File: src/rtl/fpu_instr_issue_pkg.sv
// Shared opcode constants, FSM state encoding and instruction classifier for the FPU issue stage.
package fpu_instr_issue_pkg;

    localparam int unsigned OPC_W   = 7;
    localparam int unsigned STATE_W = 3;

    localparam logic [OPC_W-1:0] OPC_FP_OP  = 7'b1010011;
    localparam logic [OPC_W-1:0] OPC_FMADD  = 7'b1000011;
    localparam logic [OPC_W-1:0] OPC_FMSUB  = 7'b1000111;
    localparam logic [OPC_W-1:0] OPC_FNMSUB = 7'b1001011;
    localparam logic [OPC_W-1:0] OPC_FNMADD = 7'b1001111;
    localparam logic [OPC_W-1:0] OPC_CSR    = 7'b1110011;
    localparam logic [OPC_W-1:0] OPC_ADDI   = 7'b0010011;
    localparam logic [OPC_W-1:0] OPC_LUI    = 7'b0110111;

    typedef logic [STATE_W-1:0] state_t;

    localparam state_t ST_IDLE     = 3'd0;
    localparam state_t ST_ISSUE    = 3'd1;
    localparam state_t ST_WAIT_FPU = 3'd2;
    localparam state_t ST_CSR_GAP  = 3'd3;
    localparam state_t ST_HALT     = 3'd4;

    typedef enum logic [1:0] {
        CLS_OTHER = 2'd0,
        CLS_FP    = 2'd1,
        CLS_CSR   = 2'd2,
        CLS_ALU   = 2'd3
    } instr_class_e;

    function automatic instr_class_e classify(input logic [OPC_W-1:0] opc);
        case (opc)
            OPC_FP_OP, OPC_FMADD, OPC_FMSUB, OPC_FNMSUB, OPC_FNMADD: classify = CLS_FP;
            OPC_CSR:           classify = CLS_CSR;
            OPC_ADDI, OPC_LUI: classify = CLS_ALU;
            default:           classify = CLS_OTHER;
        endcase
    endfunction

endpackage

File: src/rtl/fpu_issue_fifo.sv
// Instruction buffer between host and issue FSM; power-of-two depth, pointers wrap naturally.
module fpu_issue_fifo #(
    parameter int unsigned DEPTH = 4,
    parameter int unsigned AW    = 2,
    parameter int unsigned DW    = 32
) (
    input  logic          clk,
    input  logic          rst_l,
    input  logic          flush_i,
    input  logic          push_i,
    input  logic [DW-1:0] wdata_i,
    input  logic          pop_i,
    output logic [DW-1:0] rdata_c,
    output logic [AW:0]   count_o,
    output logic          full_c,
    output logic          empty_c
);

    logic [DW-1:0] mem_q [DEPTH];
    logic [AW-1:0] wr_ptr_q;
    logic [AW-1:0] rd_ptr_q;
    logic [AW:0]   count_q;

    always_ff @(posedge clk or negedge rst_l) begin
        if (!rst_l) begin
            wr_ptr_q <= '0;
            rd_ptr_q <= '0;
            count_q  <= '0;
        end else if (flush_i) begin
            wr_ptr_q <= '0;
            rd_ptr_q <= '0;
            count_q  <= '0;
        end else begin
            if (push_i) begin
                wr_ptr_q <= wr_ptr_q + AW'(1);
            end
            if (pop_i) begin
                rd_ptr_q <= rd_ptr_q + AW'(1);
            end
            count_q <= count_q + (AW+1)'(push_i) - (AW+1)'(pop_i);
        end
    end

    // Storage needs no reset: entries are only read once written.
    always_ff @(posedge clk) begin
        if (push_i && !flush_i) begin
            mem_q[wr_ptr_q] <= wdata_i;
        end
    end

    assign rdata_c = mem_q[rd_ptr_q];
    assign count_o = count_q;
    assign full_c  = (count_q == (AW+1)'(DEPTH));
    assign empty_c = (count_q == '0);

endmodule

File: src/rtl/fpu_instr_issue.sv
// Issue stage ahead of int/FPU decode: buffers host instructions, holds FP ops, bubbles after CSR.
// Optional perf counters (perf_issued/perf_stall) are built when FPU_ISSUE_PERF_EN is defined.
module fpu_instr_issue #(
    parameter int unsigned DEPTH       = 4,
    parameter int unsigned AW          = 2,
    parameter int unsigned CSR_BUBBLES = 2
) (
    input  logic          clk,
    input  logic          rst_l,
    input  logic [31:0]   instr_in,
    input  logic          instr_in_valid,
    output logic          instr_in_ready,
    input  logic          flush,
    input  logic          fpu_active,
    input  logic          fpu_complete,
    input  logic          halt_req,
    output logic [31:0]   instr_out,
    output logic          instr_out_valid,
    output logic          activation_signal,
    output logic          halted,
`ifdef FPU_ISSUE_PERF_EN
    output logic [31:0]   perf_issued,
    output logic [31:0]   perf_stall,
`endif
    output logic [AW:0]   count
);

    import fpu_instr_issue_pkg::*;

    localparam int unsigned IW = 32;
    localparam int unsigned GW = (CSR_BUBBLES < 2) ? 1 : $clog2(CSR_BUBBLES + 1);

    state_t        state_q, state_d;
    logic [GW-1:0] gap_q, gap_d;
    logic          fpu_done_q, fpu_done_d;
    logic [IW-1:0] instr_q, instr_d;
    logic          valid_q, valid_d;
    logic          halted_q, halted_d;
    logic [1:0]    act_q, act_d;

    logic          pop_c;
    logic          push_c;
    logic          advance_c;
    logic [IW-1:0] fifo_rdata_c;
    logic          fifo_full_c;
    logic          fifo_empty_c;
    instr_class_e  cls_c;
    logic          unused_fpu_active;

    // Completion is signalled by fpu_complete alone; fpu_active is informational.
    assign unused_fpu_active = fpu_active;

    assign cls_c          = classify(instr_q[6:0]);
    assign instr_in_ready = ~fifo_full_c | pop_c;
    assign push_c         = instr_in_valid & instr_in_ready & ~flush;

    fpu_issue_fifo #(
        .DEPTH (DEPTH),
        .AW    (AW),
        .DW    (IW)
    ) u_fifo (
        .clk     (clk),
        .rst_l   (rst_l),
        .flush_i (flush),
        .push_i  (push_c),
        .wdata_i (instr_in),
        .pop_i   (pop_c),
        .rdata_c (fifo_rdata_c),
        .count_o (count),
        .full_c  (fifo_full_c),
        .empty_c (fifo_empty_c)
    );

    always_comb begin
        state_d    = state_q;
        gap_d      = gap_q;
        fpu_done_d = 1'b0;
        advance_c  = 1'b0;
        pop_c      = 1'b0;
        instr_d    = '0;
        valid_d    = 1'b0;
        halted_d   = 1'b0;
        act_d      = {act_q[0], (state_q == ST_ISSUE) && (cls_c == CLS_ALU)};

        case (state_q)
            ST_IDLE: advance_c = 1'b1;
            ST_ISSUE: begin
                if (cls_c == CLS_FP) begin
                    state_d    = ST_WAIT_FPU;
                    fpu_done_d = fpu_complete;
                end else if ((cls_c == CLS_CSR) && (CSR_BUBBLES != 0)) begin
                    state_d = ST_CSR_GAP;
                    gap_d   = GW'(CSR_BUBBLES);
                end else begin
                    advance_c = 1'b1;
                end
            end
            ST_WAIT_FPU: advance_c = fpu_complete | fpu_done_q;
            ST_CSR_GAP: begin
                gap_d     = gap_q - GW'(1);
                advance_c = (gap_d == '0);
            end
            ST_HALT: advance_c = 1'b0;
            default: state_d = ST_IDLE;
        endcase

        // Every exit from a busy state either issues the next entry or idles.
        if (advance_c) begin
            pop_c   = ~fifo_empty_c;
            state_d = fifo_empty_c ? ST_IDLE : ST_ISSUE;
        end

        if (halt_req) begin
            state_d = ST_HALT;
            pop_c   = 1'b0;
        end

        if (flush) begin
            state_d = ST_IDLE;
            pop_c   = 1'b0;
            gap_d   = '0;
            act_d   = '0;
        end

        if (state_d == ST_ISSUE) begin
            instr_d = fifo_rdata_c;
        end else if (state_d == ST_WAIT_FPU) begin
            instr_d = instr_q;
        end
        valid_d    = (state_d == ST_ISSUE) || (state_d == ST_WAIT_FPU);
        halted_d   = (state_d == ST_HALT);
        fpu_done_d = fpu_done_d && (state_d == ST_WAIT_FPU);
    end

    always_ff @(posedge clk or negedge rst_l) begin
        if (!rst_l) begin
            state_q    <= ST_IDLE;
            gap_q      <= '0;
            fpu_done_q <= 1'b0;
            instr_q    <= '0;
            valid_q    <= 1'b0;
            halted_q   <= 1'b0;
            act_q      <= '0;
        end else begin
            state_q    <= state_d;
            gap_q      <= gap_d;
            fpu_done_q <= fpu_done_d;
            instr_q    <= instr_d;
            valid_q    <= valid_d;
            halted_q   <= halted_d;
            act_q      <= act_d;
        end
    end

    assign instr_out         = instr_q;
    assign instr_out_valid   = valid_q;
    assign halted            = halted_q;
    assign activation_signal = act_q[1];

`ifdef FPU_ISSUE_PERF_EN
    logic [31:0] issued_cnt_q;
    logic [31:0] stall_cnt_q;

    always_ff @(posedge clk or negedge rst_l) begin
        if (!rst_l) begin
            issued_cnt_q <= '0;
            stall_cnt_q  <= '0;
        end else if (flush) begin
            issued_cnt_q <= '0;
            stall_cnt_q  <= '0;
        end else begin
            if (state_q == ST_ISSUE) begin
                issued_cnt_q <= issued_cnt_q + 32'd1;
            end
            if ((state_q == ST_WAIT_FPU) || (state_q == ST_CSR_GAP)) begin
                stall_cnt_q <= stall_cnt_q + 32'd1;
            end
        end
    end

    assign perf_issued = issued_cnt_q;
    assign perf_stall  = stall_cnt_q;
`endif

endmodule

File: config.mk
export PLATFORM = sky130hd
export DESIGN_NAME = fpu_instr_issue
export DESIGN_NICKNAME = d
export VERILOG_FILES = /design/src/rtl/fpu_instr_issue_pkg.sv /design/src/rtl/fpu_issue_fifo.sv /design/src/rtl/fpu_instr_issue.sv
export SDC_FILE = /design/constraint.sdc
export NUM_CORES = 1
export LEC_CHECK = 0
export ABC_CLOCK_PERIOD_IN_PS = 3400
export CORE_MARGIN = 8
export CORE_UTILIZATION = 40
export DETAILED_ROUTE_END_ITERATION = 10
export GPL_ROUTABILITY_DRIVEN = 1
export PLACE_DENSITY = 0.6
export RECOVER_POWER = 100
export SLEW_MARGIN = 30
export SYNTH_ARGS = -nofsm -noshare
export SYNTH_HDL_FRONTEND = slang
export SYNTH_HIERARCHICAL = 1
export SYNTH_SLANG_ARGS = --single-unit
File: constraint.sdc
create_clock -name clk -period 3.4 [get_ports clk]
set_input_delay 0.68 -clock clk [delete_from_list [all_inputs] [get_ports clk]]
set_output_delay 0.68 -clock clk [all_outputs]
set_load 0.05 [all_outputs]
Word-level counts from Yosys, hierarchy flattened

Memory sizes are Yosys's and may differ from the RTL's.
Index checks and enable logic that the tools add are counted.
W data, S select, Z words.

Add/sub/neg operators: 5
Equality and inequality tests: 22
Mux-type cells: 30
Bitwise operators: 7
Reductions and logical operators: 15

Operators by type and width:

| cell                  | count |
|---|---|
| $mux W32              | 2 |
| $eq A7 B7 Y1 const B  | 6 |
| $mux W3               | 6 |
| $mux W2               | 8 |
| $mux W1               | 10 |
| $eq A3 B2 Y1 const B  | 3 |
| $eq A3 B3 Y1 const B  | 3 |
| $eq A7 B5 Y1 const B  | 1 |
| $eq A7 B6 Y1 const B  | 1 |
| $eq A3 B1 Y1 const B  | 2 |
| $logic_not A3 Y1      | 2 |
| $pmux W2 S3           | 1 |
| $pmux W3 S2           | 1 |
| $reduce_or A5 Y1      | 1 |
| $add A2 B1 Y2 const B | 2 |
| $eq A2 B2 Y1 const B  | 2 |
| $pmux W1 S4           | 1 |
| $pmux W2 S2           | 1 |
| $reduce_bool A2 Y1    | 2 |
| $reduce_or A4 Y1      | 1 |
| $add A3 B1 Y3         | 1 |
| $logic_and A1 B1 Y1   | 3 |
| $ne A3 B2 Y1 const B  | 1 |
| $ne A3 B3 Y1 const B  | 1 |
| 13 further kinds      | 17 |

Flip-flop bits (word level): 49
RAM bits: 128
Input bits: 39
Output and inout port bits: 39
Memories kept: 1

Memories:

| name         | depth | width | read ports | clocked after Yosys merged registers in | wr ports | line                 | text |
|---|---|---|---|---|---|---|---|
| u_fifo.mem_q | 4     | 32    | 1          | 0                                       | 1        | fpu_issue_fifo.sv:19 | `logic [DW-1:0] mem_q [DEPTH];` |

Logic depth before layout (Yosys ltp)

Depth after elaboration: 16
Depth in mapped cells: 16

By module

The synthesis kept the hierarchy.

By module, submodules not included:

| module          | times used | cells an instance | area each (sq um) | seq. area each (sq um) |
|---|---|---|---|---|
| fpu_issue_fifo  | 1          | 207               | 5104.9            | 4018.9 |
| fpu_instr_issue | 1          | 145               | 1846.8            | 1051.0 |

Worst setup path after synthesis

OpenSTA, ideal clock, no wires.

Path kind: flip-flop to flip-flop
From: register instr_q[5] (netlist: instr_out[5])
To: memory u_fifo.mem_q[0][0] (enable)
Library setup time: 0.392 ns
Arrival: 3.523 ns
Data required time: 3.008 ns
Path slack: -0.515 ns
Stages on the path, launching flop included: 12
Period minus slack after synthesis: 3.915 ns
Cell sequence: dfrtp_1 -> nor2b_1 -> nor3_1 -> a21oi_1 -> or3_1 -> ha_1 -> mux2i_1 -> a211oi_2 -> nand2_1 -> a21oi_1 -> nor2b_1 -> and2_1

Cells in the longest elaborated chain, start to end: 16

Ends and longest elaborated chain:

| item                                                        | line                      | text |
|---|---|---|
| start: declaration                                          | fpu_instr_issue.sv:36     | `logic [IW-1:0] instr_q, instr_d;` |
| start signal: assignment                                    | fpu_instr_issue.sv:148    | `instr_q <= instr_d;` |
| $eq A7 B7 Y1 (tied with other cells)                        | fpu_instr_issue_pkg.sv:32 | `case (opc)` |
| $reduce_or A5 Y1 / $reduce_or A2 Y1 (equally long branches) | fpu_instr_issue_pkg.sv:32 |  |
| $pmux W2 S3 *                                               | fpu_instr_issue_pkg.sv:32 |  |
| $eq A2 B2 Y1                                                | fpu_instr_issue.sv:91     | `end else if ((cls_c == CLS_CSR) && (CSR_BUBBLES != 0)) begin` |
| $mux W1                                                     | fpu_instr_issue.sv:91     |  |
| $mux W1 *                                                   | fpu_instr_issue.sv:88     | `if (cls_c == CLS_FP) begin` |
| $pmux W1 S4 *                                               | fpu_instr_issue.sv:85     | `case (state_q)` |
| $mux W1 *                                                   | fpu_instr_issue.sv:108    | `if (advance_c) begin` |
| $mux W1 *                                                   | fpu_instr_issue.sv:113    | `if (halt_req) begin` |
| $mux W1 *                                                   | fpu_instr_issue.sv:118    | `if (flush) begin` |
| $or A1 B1 Y1 *                                              | fpu_instr_issue.sv:54     | `assign instr_in_ready = ~fifo_full_c \| pop_c;` |
| $and A1 B1 Y1 * (2 in a row)                                | fpu_instr_issue.sv:55     | `assign push_c = instr_in_valid & instr_in_ready & ~flush;` |
| named net push_c                                            | fpu_instr_issue.sv:42     | `logic push_c;` |
| $logic_and A1 B1 Y1 *                                       | fpu_issue_fifo.sv:46      | `if (push_i && !flush_i) begin` |
| $mux W1 *                                                   | fpu_issue_fifo.sv:46      |  |
| $mux W1 (not written as such) *                             | fpu_issue_fifo.sv:47      | `mem_q[wr_ptr_q] <= wdata_i;` |
| end: declaration                                            | fpu_issue_fifo.sv:19      |  |

The timed path passes the listed nets; every way through them passes the cells marked *.

Worst setup path in the final report

From: register instr_q[2] (netlist: instr_out[2])
To: output instr_in_ready

Cells in the longest elaborated chain, start to end: 11

Ends and longest elaborated chain:

| item                                                        | line                      | text |
|---|---|---|
| $eq A7 B7 Y1 (tied with other cells)                        | fpu_instr_issue_pkg.sv:32 |  |
| $reduce_or A5 Y1 / $reduce_or A2 Y1 (equally long branches) | fpu_instr_issue_pkg.sv:32 |  |
| $pmux W2 S3 *                                               | fpu_instr_issue_pkg.sv:32 |  |
| $eq A2 B2 Y1                                                | fpu_instr_issue.sv:91     |  |
| $mux W1                                                     | fpu_instr_issue.sv:91     |  |
| $mux W1 *                                                   | fpu_instr_issue.sv:88     |  |
| $pmux W1 S4 *                                               | fpu_instr_issue.sv:85     |  |
| $mux W1 *                                                   | fpu_instr_issue.sv:108    |  |
| $mux W1 *                                                   | fpu_instr_issue.sv:113    |  |
| $mux W1 *                                                   | fpu_instr_issue.sv:118    |  |
| $or A1 B1 Y1 *                                              | fpu_instr_issue.sv:54     |  |
| end: declaration                                            | fpu_instr_issue.sv:12     | `output logic instr_in_ready,` |

Mark *: on every way between the ends. The rest lies on a longest branch, timed or not.

==> impl_metrics.py <==
metrics = {
    "synthesis": {
        "syn_inst": 352,
        "syn_area_per_cell_um2": 19.7,
        "yosysWarnings": 6,
        "synth_top_cell_by_area": "edfxtp_1",
        "synth_flop_cell": "edfxtp_1",
        "synth_seq_cells": 177,
        "ys_seq_area_share_pct": 72.9,
        "post-synth-top-area-fraction_pct": 55.3,
        "synth_edf_count": 128,
        "synth.top_cells.by_area": "edfxtp_1, dfrtp_1, mux4_2, a22o_1, mux4_1",
        "async_flop_share_pct": 27.7,
        "synth_cell_types": 42,
        "synth.net_count": 402,
        "netlist_area_mm2": 0.00695,
        "netlist_top_cells_count": "edfxtp_1, dfrtp_1, a22o_1",
        "synth.most_common_cell": "edfxtp_1",
    },
    "cts": {
        "post-cts-setup-buffers": 0,
        "cts_made_buffers": 17,
        "insertion_delay_ps": 420,
        "cts.path.max_buffers": 2,
        "ctsHtreeMaxLevel": 4,
        "cts_tree": "done",
        "clkSlewWorstSetupHoldPaths_ps": 60,
        "cts_num_sinks": 177,
        "cts_root_buf": "clkbuf_16",
    },
    "global_route": {
        "grt_remaining_overflow": 0,
        "use_met1_pct": 17.1,
        "grt_max_degree": 35,
        "grt_pass1_vias": 3825,
        "use_met2_pct": 20.3,
        "grtUsageMet3_pct": 4.43,
        "grt_use_total_pct": 13.1,
        "antenna_found_initial": 0,
        "grt_first_pass_wirelength_um": 21500,
        "grt_busiest_layer": "met2",
    },
    "finish": {
        "drive_gt1_share_pct": 22.4,
        "nNetsFinal": 502,
        "final_cell_area_mm2": 0.00875,
        "diodes": 0,
        "syn2layout_area_growth_pct": 25.9,
        "n_fill_cell": 1401,
    },
    "setup_path": {
        "slowest_stage": "dfrtp_2",
        "setup.worst_path.class": "register to primary output",
        "crit_arrival_ps": 2560,
        "crit_fanout": 6,
        "worst_path_largest_cell_delay_ps": 440,
        "cp_cell_sequence": "nor2b_1 > nor3_2 > a21oi_2 > or3_4 > ha_4 > mux2i_1 > a211oi_2 > nand2_2 > nand2_2 > buf_12",
        "cp_common_cell": "nand2_2",
        "end_kind": "primary output",
        "r2r_slack_ps": 180,
        "worstPathRequired_ps": 2720,
        "start_kind": "register",
    },
    "outcome": {
        "violations": "capacitance limit, slew limit",
        "status": "finished, violations left",
    },
    "placed_design": {
        "hpwlAfterDp_um": 8800,
        "portBuffers": 76,
        "place_congestion": 0.735,
        "place_area_mm2": 0.00817,
    },
    "die": {
        "die_x_um": 148,
        "die_height_um": 148,
        "dieArea_mm2": 0.0219,
        "core_mm2": 0.0171,
        "start_util_pct": 40.6,
        "row_count": 48,
        "io_pins": 78,
    },
    "power": {
        "power.density_mw_per_mm2": 566,
        "power_frac_seq_pct": 50.1,
        "comb_power_share_pct": 13.6,
        "vdd_drop_max_uv": 374,
        "p_switching_mw": 1.22,
        "pwr-share-clk_pct": 36.3,
        "leakage_nw": 3.10,
        "switching_share_pct": 24.6,
        "internal_power_mw": 3.74,
    },
    "sta": {
        "max_freq_mhz": 308,
        "final-max-slew-violation-count": 27,
        "setup_violations": 0,
        "setup-tns-final_ps": 0,
        "tightest_slew_ps": 1620,
        "relSlewSlack_pct": -7.82,
        "min_period_over_period_pct": 95.4,
        "clock_skew_ps": 6.30,
        "hold_viol_final": 0,
        "fin_crit_ps": 3240,
    },
    "routing": {
        "avgViaCountPerCell": 5.05,
        "antenna_left": 0,
        "first_pass_iters": 4,
        "drt_iter0_drc": 191,
        "wl_per_cell_um": 19.5,
        "drt_wl_total_um": 13400,
        "vias": 3484,
        "drc": 0,
    },
    "job": {
        "cap_violations": 1,
    },
    "hold_path": {
        "hp-class": "register to register",
    },
}
## worst max-delay path: cells and delay by family, from the launching register on
family | cells | cell delay, ps
simple gates | 5 | 910
compound gates | 2 | 300
flops | 1 | 440
buf+inv | 1 | 130
fa+ha+maj | 1 | 290
mux | 1 | 70
## layout make-up
class | instances | area [µm²] | area share, %
Clock buffer | 22 | 454 | 5.19
Clock inverter | 10 | 87.6 | 1.00
Inverter | 9 | 33.8 | 0.386
Multi-Input combinational cell | 149 | 1730 | 19.8
Sequential cell | 177 | 5080 | 58.0
Tap cell | 225 | 282 | 3.22
Timing Repair Buffer | 98 | 1090 | 12.4
## power by group through the flow
stage / combinational, mW / sequential, mW / clock (mW)
6_report: 0.676 / 2.48 / 1.80
5_1_grt: 0.728 / 2.50 / 1.93
4_1_cts: 0.690 / 2.48 / 1.85
3_5_place_dp: 0.685 / 2.53 / 0
3_3_place_gp: 0.680 / 2.52 / 0
2_1_floorplan: 0.308 / 2.64 / 0
## metrics by stage
| step | instances | hold slack (ps) | utilization [%] | setup slack (ps) | total power [mW] |
|---|---|---|---|---|---|
| final | 690 | 460 | 51.1 | 156 | 4.96 |
| after global routing | 690 | 499 | 51.1 | -17.5 | 5.16 |
| after CTS | 689 | 291 | 51.0 | 25.7 | 5.02 |
| after detailed placement | 657 | 450 | 47.7 | -0.716 | 3.21 |
| after global placement | 657 | 464 | 47.7 | 46.9 | 3.20 |
| after floorplan | 352 | 384 | - | 6.59 | 2.95 |
## path summary, 6_finish.rpt
kind	start	to	depth (start not counted)
hold / removal	act_q[0]	act_q[1]	1
hold reg to reg	act_q[0]	act_q[1]	1
max in group asynchronous	rst_l	instr_out[5]	2
setup reg to reg	instr_out[2]	u_fifo/count_o[2]	16
min in group asynchronous	rst_l	state_q[1]	1
setup / recovery	instr_out[2]	instr_in_ready	10
## layer usage
layer | wire length [µm] | up-vias
li1 | - | 1602
met1 | 6220 | 1776
met2 | 6230 | 89
met3 | 821 | 17
met4 | 171 | 0
met5 | 0 | -
## logic make-up (layout without fill, tap and decap cells)
| family | Yosys count | count (layout) | synth area share (%) |
|---|---|---|---|
| buf+inv | 26 | 139 | 2.90 |
| mux | 34 | 34 | 10.9 |
| compound gates | 48 | 48 | 5.96 |
| fa+ha+maj | 11 | 11 | 2.09 |
| simple gates | 53 | 53 | 4.63 |
| xor+xnor | 3 | 3 | 0.576 |
| flops | 177 | 177 | 72.9 |
## registers in the layout, summed over array words and instances, names as in the netlist
| signal | flops |
|---|---|
| act_q | 2 |
| fpu_done_q | 1 |
| gap_q | 2 |
| halted | 1 |
| instr_out | 32 |
| instr_out_valid | 1 |
| state_q | 3 |
| u_fifo/count_o | 3 |
| u_fifo/mem_q | 128 |
| u_fifo/rd_ptr_q | 2 |
| u_fifo/wr_ptr_q | 2 |
## timing repair
item,in CTS,in global routing
hold buffers,0,0
gates resized for setup,2,9
setup endpoints to repair,20,128
endpoints found under the hold margin,0,0
pin swaps,0,3
## cells in the final DEF, fill, tap and decap left out, types with 2 or more instances in the layout
master / instances
a21oi_1: 3
a21oi_2: 2
a22o_1: 32
and2_4: 4
buf_12: 14
buf_4: 7
clkbuf_1: 6
clkbuf_16: 17
clkdlybuf4s50_1: 40
clkinv_2: 4
clkinv_4: 2
dfrtp_1: 44
dfrtp_2: 5
dlygate4sd3_1: 34
edfxtp_1: 128
ha_1: 9
inv_1: 8
mux2i_1: 2
mux4_1: 5
mux4_2: 27
nand2_1: 4
nand2_2: 2
nand2b_1: 3
nand3b_1: 2
nor2_1: 11
nor2b_1: 6
nor2b_2: 2
nor3_1: 4
nor4b_1: 3
o21ai_0: 2
or2_2: 2
or3_4: 3
xnor2_1: 2
No activity file was read; power rests on OpenSTA's default activity.
